<file path="src/rtl/register_em_ctl.sv">
// Execute->Memory pipeline register with stall, flush, valid bit, lane mask and vector data.
// Optional stall/flush performance counters are built when EM_PERF_CNT_EN is defined.
module register_em_ctl #(
   parameter int N     = 24,
   parameter int LANES = 1,
   parameter int RA_W  = 4,
   parameter int CNT_W = 16
) (
   input  logic                 clk,
   input  logic                 rst_n,
   input  logic                 StallM,
   input  logic                 FlushM,
   input  logic                 ValidE,
   input  logic                 PCSrcE_cond,
   input  logic                 RegWriteE_cond,
   input  logic                 MemtoRegE,
   input  logic                 MemWriteE_cond,
   input  logic [LANES-1:0]     LaneMaskE,
   input  logic [LANES*N-1:0]   ALUResultE,
   input  logic [LANES*N-1:0]   WriteDataE,
   input  logic [RA_W-1:0]      WA3E,
   output logic                 ValidM,
   output logic                 PCSrcM,
   output logic                 RegWriteM,
   output logic                 MemtoRegM,
   output logic                 MemWriteM,
   output logic [LANES-1:0]     LaneMaskM,
   output logic [LANES*N-1:0]   ALUResultM,
   output logic [LANES*N-1:0]   WriteDataM,
   output logic [RA_W-1:0]      WA3M,
   input  logic                 perf_clr,
   output logic [CNT_W-1:0]     stall_cnt,
   output logic [CNT_W-1:0]     flush_cnt
);

   // Control fields are cleared by a flush; data fields only ever load or hold.
   typedef struct packed {
      logic             valid;
      logic             pcsrc;
      logic             regwrite;
      logic             memtoreg;
      logic             memwrite;
      logic [LANES-1:0] lane_mask;
   } ctrl_t;

   typedef struct packed {
      logic [LANES*N-1:0] alu_result;
      logic [LANES*N-1:0] write_data;
      logic [RA_W-1:0]    wa3;
   } data_t;

   ctrl_t ctrl_q, ctrl_d;
   data_t data_q, data_d;

   // NOTE: every field gets its hold value first, so no path through this block can infer a latch.
   always_comb begin
      ctrl_d = ctrl_q;
      data_d = data_q;
      if (FlushM) begin
         ctrl_d = '0;
      end else if (!StallM) begin
         ctrl_d.valid     = ValidE;
         ctrl_d.pcsrc     = ValidE & PCSrcE_cond;
         ctrl_d.regwrite  = ValidE & RegWriteE_cond;
         ctrl_d.memtoreg  = ValidE & MemtoRegE;
         ctrl_d.memwrite  = ValidE & MemWriteE_cond;
         ctrl_d.lane_mask = ValidE ? LaneMaskE : '0;
         data_d.alu_result = ALUResultE;
         data_d.write_data = WriteDataE;
         data_d.wa3        = WA3E;
      end
   end

   // NOTE: the data fields are reset as well, even though ValidM=0 already marks them unused,
   // so that every output reads 0 while rst_n is low.
   // NOTE: state is updated with non-blocking assignments so all flops sample the same pre-edge values.
   always_ff @(posedge clk or negedge rst_n) begin
      if (!rst_n) begin
         ctrl_q <= '0;
         data_q <= '0;
      end else begin
         ctrl_q <= ctrl_d;
         data_q <= data_d;
      end
   end

   assign ValidM     = ctrl_q.valid;
   assign PCSrcM     = ctrl_q.pcsrc;
   assign RegWriteM  = ctrl_q.regwrite;
   assign MemtoRegM  = ctrl_q.memtoreg;
   assign MemWriteM  = ctrl_q.memwrite;
   assign LaneMaskM  = ctrl_q.lane_mask;
   assign ALUResultM = data_q.alu_result;
   assign WriteDataM = data_q.write_data;
   assign WA3M       = data_q.wa3;

`ifdef EM_PERF_CNT_EN
   localparam logic [CNT_W-1:0] CNT_MAX = {CNT_W{1'b1}};

   logic [CNT_W-1:0] stall_cnt_q, stall_cnt_d;
   logic [CNT_W-1:0] flush_cnt_q, flush_cnt_d;

   // Counters saturate instead of wrapping; a clear wins over a same-cycle increment.
   always_comb begin
      stall_cnt_d = stall_cnt_q;
      flush_cnt_d = flush_cnt_q;
      if (perf_clr) begin
         stall_cnt_d = '0;
         flush_cnt_d = '0;
      end else begin
         if (StallM && !FlushM && (stall_cnt_q != CNT_MAX)) begin
            stall_cnt_d = stall_cnt_q + 1'b1;
         end
         if (FlushM && (flush_cnt_q != CNT_MAX)) begin
            flush_cnt_d = flush_cnt_q + 1'b1;
         end
      end
   end

   always_ff @(posedge clk or negedge rst_n) begin
      if (!rst_n) begin
         stall_cnt_q <= '0;
         flush_cnt_q <= '0;
      end else begin
         stall_cnt_q <= stall_cnt_d;
         flush_cnt_q <= flush_cnt_d;
      end
   end

   assign stall_cnt = stall_cnt_q;
   assign flush_cnt = flush_cnt_q;
`else
   logic unused_perf_clr;

   assign unused_perf_clr = perf_clr;
   assign stall_cnt       = '0;
   assign flush_cnt       = '0;
`endif

endmodule
</file>
<file path="config.mk">
export PLATFORM = sky130hd
export DESIGN_NAME = register_em_ctl
export DESIGN_NICKNAME = d
export VERILOG_FILES = /design/src/rtl/register_em_ctl.sv
export SDC_FILE = /design/constraint.sdc
export NUM_CORES = 1
export LEC_CHECK = 0
export ABC_AREA = 1
export BUFFER_PORTS_ARGS = -buffer_cell sky130_fd_sc_hd__buf_2
export CAP_MARGIN = 20
export CORE_UTILIZATION = 39
export CTS_CLUSTER_SIZE = 24
export DETAILED_ROUTE_END_ITERATION = 7
export PLACE_DENSITY = 0.88
export SYNTH_ARGS = -nofsm -noshare
export SYNTH_HDL_FRONTEND = slang
export SYNTH_SLANG_ARGS = --single-unit
</file>
<file path="constraint.sdc">
create_clock -name clk -period 0.8 [get_ports clk]
set_input_delay 0.04 -clock clk [delete_from_list [all_inputs] [get_ports clk]]
set_output_delay 0.04 -clock clk [all_outputs]
set_load 0.05 [all_outputs]
</file>
==> summary.txt, run 1 <==
Most frequent cells in the layout - 97 x nand2_1, 61 x buf_2, 59 x dlygate4sd3_1, 58 x dfrtp_2, 55 x buf_6
Crit path DAT - 0.91 ns
Initial antenna violation count - 0
Starting density of the core - 40.9%
Final instance area - 4490 um2
P_leak - 2.25 nW
Worst Setup End Kind - output port
Maximum vdd drop - 0.00118 V
Max Freq - 1.06 GHz
Fin. Hold Viols - 0
Post-route DRC violation count - 16
Area share of the leading cell type in the synthesized netlist - 55.3%
Distinct cells, synth - 15
Num CTS Buffers - 9
Crit path largest cell delay - 0.42 ns
CTS tree - built
Synth Instances - 286
FF/Latch Area - 1520 um2
Routed wire length - 8.04 mm
Critical path class - register to output port
First-pass GRT wire length - 12.9 mm
Net Sw Power - 3.59 mW
Hold WC Path Type - input port to register
Crit path launch type - register
Initial DRC count - 108
Die width - 84.0 um
RD Place Congestion - 0.737
Worst-path clk slew - 0.07 ns
GRT Util Overall - 23.9%
Syn_area_per_cell - 9.18 um2
Seq/Total Area, Yosys - 55.3%
Synthesized area - 2630 um2
Clock Sinks - 58
Pwr/cell area - 2200 nW/um2
Violated checks - DRC, setup timing
Hold Slack - 0.165 ns
Clock skew - 0 ns
Share of layout cells above drive strength 1 - 47.7%
Outcome - finished, violations left
I/O Pins - 153
Wire per inst - 14.6 um
Largest net degree at the start of global routing - 59
Area Overhead vs Synth - 71.0%
Clk root buf - clkbuf_8
Final worst path period share - 118%
H-tree Lvls - 3
Mux cell area share after synthesis - 0%
DR vias - 2571
Synth Area in Simple Gates - 20.6%
HPWL after DPL - 4.35 mm
First drt pass iteration count - 7
Crit-path cells - buf_6
Unrepaired setup endpoints after global routing - true
Max FO, Critical Path - 2
Port Buffers - 119
Core ar. - 6420 um2
YS warnings - 0
Final WS setup - -0.147 ns
Largest family of logic cells by synthesized area - simple AND/OR/NAND/NOR gates
Max Slew Vio Count - 0
CP delay by family, top - flip-flops
Vias in the first global route - 2710
CP max-delay cell - dfrtp_2
Synth Area in XOR/XNOR - 0%
# nets final - 533
Die H - 84.0 um
Design Power - 9.87 mW
Power Internal - 6.27 mW
DIE AREA - 7060 um2
Logic pwr share - 34.9%
WP data required - 0.76 ns
Complex-gate fraction of the synthesized area - 9.91%
Count of final setup violators - 58
Yosys top cell by area - dfrtp_1
Gr ovfl total - 0
Synthesized flop and latch total - 58
Sw Share - 36.4%
Adder-Cell Fraction of Synth Area - 0%
Clock Latency Late Sink - 0.32 ns
Clock power frac - 28.7%
Max-cap violation count - 0
Multi-input logic area - 925 um2
Sequential power share - 36.4%
DR vias/cell - 4.67
Synth area leaders - dfrtp_1 55%, nand2_1 14%, o21ai_0 9.9%
Ant diodes - 0
Crit path buffers/inverters - 1
ANT nets after route - 0
Fillers - 447
Post-layout min period - 0.947 ns
Longest Clk Path Bufs - 2
Most common cell after layout, fill and taps aside - nand2_1
Row cnt - 29
Placed cell area - 3300 um2
## cell type report
| cell class | count | share of cell area, % |
|---|---|---|
| Timing Repair Buffer | 192 | 38.8 |
| Sequential cell | 58 | 33.9 |
| Multi-Input combinational cell | 208 | 20.6 |
| Clock buffer | 12 | 3.01 |
| Tap cell | 77 | 2.15 |
| Clock inverter | 3 | 1.45 |
| Inverter | 1 | 0.0836 |
## worst paths after layout
path | start | endpoint | slack, ns | cells after the start
max in group asynchronous | rst_n | ALUResultM[14] | 0.22 | 3
min | FlushM | ALUResultM[15] | 0.16 | 3
min in group asynchronous | rst_n | ALUResultM[8] | 0.25 | 3
max reg2reg | ALUResultM[9] | ALUResultM[9] | 0.01 | 3
min reg2reg | RegWriteM | RegWriteM | 0.51 | 2
max | ALUResultM[21] | ALUResultM[21] | -0.15 | 1
## tightest hold or removal path: cells and delay by family
kind,cells,cell delay [ns]
compound gates,1,0.16
buf+inv,1,0.20
simple gates,1,0.06
## cell usage after synthesis
master / number
nand2_1: 97
nor2_8: 1
nor2_2: 1
buf_2: 4
nand3_1: 5
conb_1: 1
buf_6: 2
buf_12: 2
dfrtp_1: 58
clkbuf_2: 1
o21ai_0: 52
clkbuf_1: 8
buf_4: 33
nand2_2: 20
inv_1: 1
## power by group through the flow
| stage | sequential [mW] | clock, mW | combinational (mW) |
|---|---|---|---|
| finish | 3.59 | 2.84 | 3.44 |
| global route | 3.63 | 3.00 | 3.61 |
| CTS | 3.59 | 2.86 | 3.37 |
| detailed placement | 3.54 | 0 | 2.71 |
| global placement | 3.53 | 0 | 2.66 |
| floorplan | 4.78 | 0 | 0.873 |
## flip-flops by register name, indices dropped and copies added, names as in the netlist
name        flops
ALUResultM     24
LaneMaskM       1
MemWriteM       1
MemtoRegM       1
PCSrcM          1
RegWriteM       1
ValidM          1
WA3M            4
WriteDataM     24
## cell families (layout without fill, tap and decap cells)
logic type,after synthesis,in the layout
flops,58,58
other cells,1,32
buf+inv,51,208
simple gates,124,124
compound gates,52,52
## timing repair
action	CTS	global route
setup buffers	2	1
gates cloned	0	0
pin swaps	0	2
endpoints found under the hold margin	116	0
endpoints found under the setup margin	58	60
resized for setup	118	3
hold buffers	59	0
## routing by layer
layer	up-vias	global-route usage (%)	part of all wire, %
met4	0	9.72	2.1
met2	104	46.9	58
met1	1244	24.5	35
met3	19	4.35	4.9
met5	-	0	0
li1	1204	-	-
## metrics by stage
stage | std cells | TNS, ns | setup WS (ns) | utilization (%)
6_report | 551 | -7.47 | -0.147 | 69.9
3_5_place_dp | 474 | -1.08 | -0.0558 | 51.4
4_1_cts | 550 | -8.28 | -0.157 | 69.7
5_1_grt | 551 | -9.09 | -0.169 | 69.9
3_3_place_gp | 474 | -0.113 | -0.0214 | 51.4
2_1_floorplan | 317 | 0 | 0.0249 | -
(Power assumes the default switching activity.)
==> run 2: changes to the inputs <==
- ABC_AREA: 1 -> 0
- CORE_UTILIZATION: 39 -> 40
- PLACE_DENSITY: 0.88 -> 0.89
==> run 2 against run 1 <==
Critical path type unchanged; highest routed layer unchanged; die area up 0.29%; area after synthesis up 2.9%; the run still ends with DRC, setup timing left; synthesized cell count down 41%; first-iteration DRC count down 42%; sequential power up 5.8%; total power up 6.1%; clock-buffer cell count down 1; sequential share of layout area down 2.0 points; global-route usage down 2.6 points; clock power down 23%; worst setup slack worse by 0.0052 ns; combinational power up 31%.
==> summary.txt, run 2 <==
Outcome - finished, violations left
Violated checks - DRC, setup timing
CP startpoint - ALUResultM[12]
Count of final setup violators - 90
Multi-input logic area - 1010 um2
P_leak - 2.30 nW
CP max-delay cell - dfrtp_2
Row cnt - 29
Design Power - 10.5 mW
Clock Sinks - 58
GRT Util Overall - 21.2%
Post-route DRC violation count - 24
Worst-path clk slew - 0.07 ns
Vias in the first global route - 2230
Seq/Total Area, Yosys - 53.8%
DR vias/cell - 4.40
Area Overhead vs Synth - 76.4%
FF/Latch Area - 1520 um2
Crit path largest cell delay - 0.43 ns
Share of layout cells above drive strength 1 - 71.8%
Routed wire length - 7.50 mm
Max Slew Vio Count - 0
DR vias - 2041
Num CTS Buffers - 9
Primary FF master, synth - dfrtp_1
Initial DRC count - 63
ANT nets after route - 0
CTS tree - built
Yosys top cell by area - dfrtp_1
# nets final - 446
Synthesized flop and latch total - 58
Crit-path cells - buf_6
Distinct cells, synth - 14
Max-cap violation count - 0
Most numerous cell in the Yosys netlist - dfrtp_1
Final WS setup - -0.152 ns
Fillers - 393
Ant diodes - 0
First drt pass iteration count - 6
Area share of the leading cell type in the synthesized netlist - 53.8%
First-pass GRT wire length - 11.3 mm
Longest Clk Path Bufs - 2
EDFF count, synth - 0
YS warnings - 0
Final instance area - 4760 um2
Setup WS pre-CTS - -0.244 ns
Core ar. - 6420 um2
Synth area leaders - dfrtp_1 54%, mux2_4 28%, buf_4 8.9%
Most frequent cells in the layout - 73 x buf_6, 61 x buf_2, 58 x dfrtp_2, 58 x dlygate4sd3_1, 50 x mux2_4
HP Start - ValidE
Most common cell after layout, fill and taps aside - buf_6
Synth Area in Simple Gates - 2.97%
Maximum vdd drop - 0.00118 V
Initial antenna violation count - 0
Unrepaired setup endpoints after global routing - true
H-tree Lvls - 3
Starting density of the core - 42.0%
CP delay by family, top - flip-flops
Crit path launch type - register
Placed cell area - 3330 um2
Pwr/cell area - 2200 nW/um2
Crit path DAT - 0.91 ns
Die width - 84.2 um
Synth Area in XOR/XNOR - 0%
I/O Pins - 153
Port Buffers - 119
WP data required - 0.76 ns
DIE AREA - 7080 um2
Final worst path period share - 119%
Setup TNS - -10.62 ns
Fin. Hold Viols - 0
Complex-gate fraction of the synthesized area - 0.927%
Die H - 84.2 um
Post-layout min period - 0.952 ns
HPWL after DPL - 3.69 mm
Gr ovfl total - 0
Clk root buf - clkbuf_8
Max FO, Critical Path - 2
Mux cell area share after synthesis - 29.0%
Crit path buffers/inverters - 1
Worst r2r src - ALUResultM[6]
Max Freq - 1.05 GHz
Top cells by count, synth - 58 x dfrtp_1, 50 x mux2_4, 32 x buf_4
Synthesized area - 2700 um2
Adder-Cell Fraction of Synth Area - 0%
Hold Slack - 0.0339 ns
Largest net degree at the start of global routing - 30
Worst Setup End Kind - output port
Clock skew - 0 ns
RD Place Congestion - 0.688
Critical path class - register to output port
Largest family of logic cells by synthesized area - multiplexers
Ys async rst share - 100%
Hold WC Path Type - input port to register
Wire per inst - 16.2 um
Synth Instances - 168
Clock Latency Late Sink - 0.32 ns
Syn_area_per_cell - 16.1 um2
run 2: final cells by class:
cell class	count	area share [%]
repair buffers	212	41.6
clock inverters	4	0.420
flip-flops and latches	58	32.0
well taps	77	2.02
multi-input cells	102	21.2
clock buffers	11	2.76
run 2: worst paths after layout:
| path | depth (start not counted) | slack (ns) | endpoint |
|---|---|---|---|
| setup / recovery | 1 | -0.15 | ALUResultM[12] |
| hold / removal | 3 | 0.03 | MemtoRegM |
| setup reg to reg | 2 | -0.14 | ALUResultM[6] |
| hold reg to reg | 1 | 0.53 | WriteDataM[7] |
| max in group asynchronous | 3 | 0.33 | WriteDataM[13] |
| min in group asynchronous | 2 | 0.08 | ALUResultM[0] |
run 2: per-layer routing:
metal,global-route usage (%),vias to the layer above,share of wire (%),wire length (um)
met2,39.7,104,54,4050
li1,-,930,-,-
met3,4.92,18,6.5,484
met5,0,-,0,0
met4,10.0,0,2.6,195
met1,22.5,989,37,2770
run 2: timing repair:
item,in CTS,in global routing
pin swaps,0,1
setup endpoints to repair,60,105
hold buffers,58,0
gates resized for setup,137,14
hold endpoints to repair,115,0
buffers inserted,15,12
run 2: stage by stage:
stage               util (%)  cells
CTS                     71.9    452
finish                  74.2    464
global placement        51.9    364
floorplan                  -    199
global route            74.2    464
detailed placement      51.9    364
run 2: kinds of logic after synthesis:
family / Yosys count
muxes: 53
and+or+nand+nor: 12
buffers and inverters: 39
AOI/OAI and AO/OA: 5
DFF: 58
other: 1
run 2: power breakdown:
part           leakage [nW]  switching [mW]  internal [mW]
Clock                0.0827            1.09           1.09
Combinational          1.59            2.44           2.05
Sequential            0.630           0.385           3.42
Total                  2.30            3.92           6.55
==> run 3: changes to the inputs <==
- clock period: 0.8 -> 0.82 ns (I/O delays scaled with it)
==> run 3 against run 2 <==
Register-to-register slack better by 0.03 ns; routed wire length is 3.2% lower; critical endpoint is now WriteDataM[10]; the flow still finishes with violations (DRC, setup timing); sequential share of layout area is 0.93 points higher; sequential power is 3% lower; first-iteration DRC count is 1.6% higher; combinational power is 6.9% lower; clock skew stayed put; critical path type unchanged; worst hold slack better by 0.019 ns; clock power hardly changed.
==> summary.txt, run 3 (synthesis results as in run 2) <==
DR vias - 2011
Routed wire length - 7.26 mm
Post-layout min period - 0.945 ns
Crit path buffers/inverters - 1
Pwr/cell area - 2170 nW/um2
Fin. Hold Viols - 0
GRT Util Overall - 21.4%
CP max-delay cell - dfrtp_2
Critical path class - register to output port
Sw Share - 37.0%
Die H - 84.2 um
DIE AREA - 7080 um2
Maximum vdd drop - 0.00108 V
Final instance area - 4630 um2
DR vias/cell - 4.41
Placed cell area - 3320 um2
Crit path DAT - 0.90 ns
Setup WS pre-CTS - -0.223 ns
First-pass GRT wire length - 11.5 mm
Area Overhead vs Synth - 71.4%
Worst-path clk slew - 0.06 ns
First drt pass iteration count - 6
Max Slew Vio Count - 0
Logic pwr share - 41.6%
Wire per inst - 15.9 um
Clock power frac - 21.9%
Outcome - finished, violations left
Initial DRC count - 64
Starting density of the core - 42.0%
Max Freq - 1.06 GHz
Unrepaired setup endpoints after global routing - true
Most common cell after layout, fill and taps aside - buf_6
CTS tree - built
Clock skew - 0 ns
Crit path launch type - register
Longest Clk Path Bufs - 2
Clock Sinks - 58
Power Internal - 6.33 mW
H-tree Lvls - 3
Port Buffers - 119
WP data required - 0.78 ns
ANT nets after route - 0
I/O Pins - 153
Max FO, Critical Path - 2
Fillers - 391
RD Place Congestion - 0.710
Final worst path period share - 115%
Max-cap violation count - 0
Vias in the first global route - 2239
Core ar. - 6420 um2
Num CTS Buffers - 9
# nets final - 437
Most frequent cells in the layout - 63 x buf_6, 61 x buf_2, 58 x dfrtp_2, 58 x dlygate4sd3_1, 50 x mux2_4
Sequential power share - 36.5%
Net Sw Power - 3.72 mW
Final WS setup - -0.125 ns
Post-route DRC violation count - 22
Die width - 84.2 um
Share of layout cells above drive strength 1 - 71.0%
Crit path largest cell delay - 0.43 ns
Crit-path cells - buf_8
Count of final setup violators - 75
Violated checks - DRC, setup timing
Row cnt - 29
Largest net degree at the start of global routing - 30
HPWL after DPL - 3.86 mm
Clk root buf - clkbuf_8
Ant diodes - 0
P_leak - 2.23 nW
Initial antenna violation count - 0
Gr ovfl total - 0
CP delay by family, top - flip-flops
Hold WC Path Type - input port to register
Clock Latency Late Sink - 0.32 ns
Worst Setup End Kind - output port
==> run 3: metrics by stage <==
stage / util [%] / setup TNS [ns] / hold slack, ns / cells / total power, mW
after floorplan: - / -5.95 / -0.255 / 199 / 6.16
after global placement: 51.7 / -8.75 / 0.0169 / 364 / 6.70
after CTS: 70.7 / -8.01 / 0.0163 / 448 / 9.93
after global routing: 72.1 / -9.98 / 0.0476 / 456 / 10.5
after detailed placement: 51.7 / -9.52 / 0.0193 / 364 / 6.75
final: 72.1 / -7.71 / 0.0529 / 456 / 10.0
==> run 3: final timing paths <==
check                                 end      startpoint  depth (start not counted)  slack [ns]
min in group asynchronous   ALUResultM[0]           rst_n                          3        0.23
hold / removal                  RegWriteM          ValidE                          3        0.05
hold reg to reg             WriteDataM[2]   WriteDataM[2]                          1        0.53
setup reg to reg            ALUResultM[5]   ALUResultM[5]                          2       -0.11
setup / recovery           WriteDataM[10]  WriteDataM[10]                          1       -0.12
max in group asynchronous  ALUResultM[20]           rst_n                          3        0.18
==> run 3: final cells by class <==
class                   instances  area (um2)  area share, %
repair buffers                203        1840           39.7
flip-flops and latches         58        1520           32.9
clock inverters                 3        15.0          0.324
clock buffers                  13         149           3.22
multi-input cells             102        1010           21.8
well taps                      77        96.3           2.08
==> run 3: per-layer routing <==
metal	up-vias	track usage (%)	wire, um
met5	-	0	0
met4	0	7.68	141
met3	16	4.42	437
met2	101	41.4	4180
met1	978	23.0	2500
li1	916	-	-
==> run 3: timing repair <==
action,in CTS,in global routing
setup endpoints to repair,58,72
pin swaps,0,1
resized for setup,125,8
buffers inserted,10,8
hold endpoints to repair,115,0
hold buffers,58,0
==> run 3: power by group through the flow <==
stage               Clock (mW)  Combinational (mW)  Sequential, mW
CTS                       2.27                4.01            3.65
finish                    2.20                4.18            3.67
detailed placement           0                3.17            3.58
global route              2.41                4.33            3.71
global placement             0                3.13            3.57
floorplan                    0                1.17            4.99
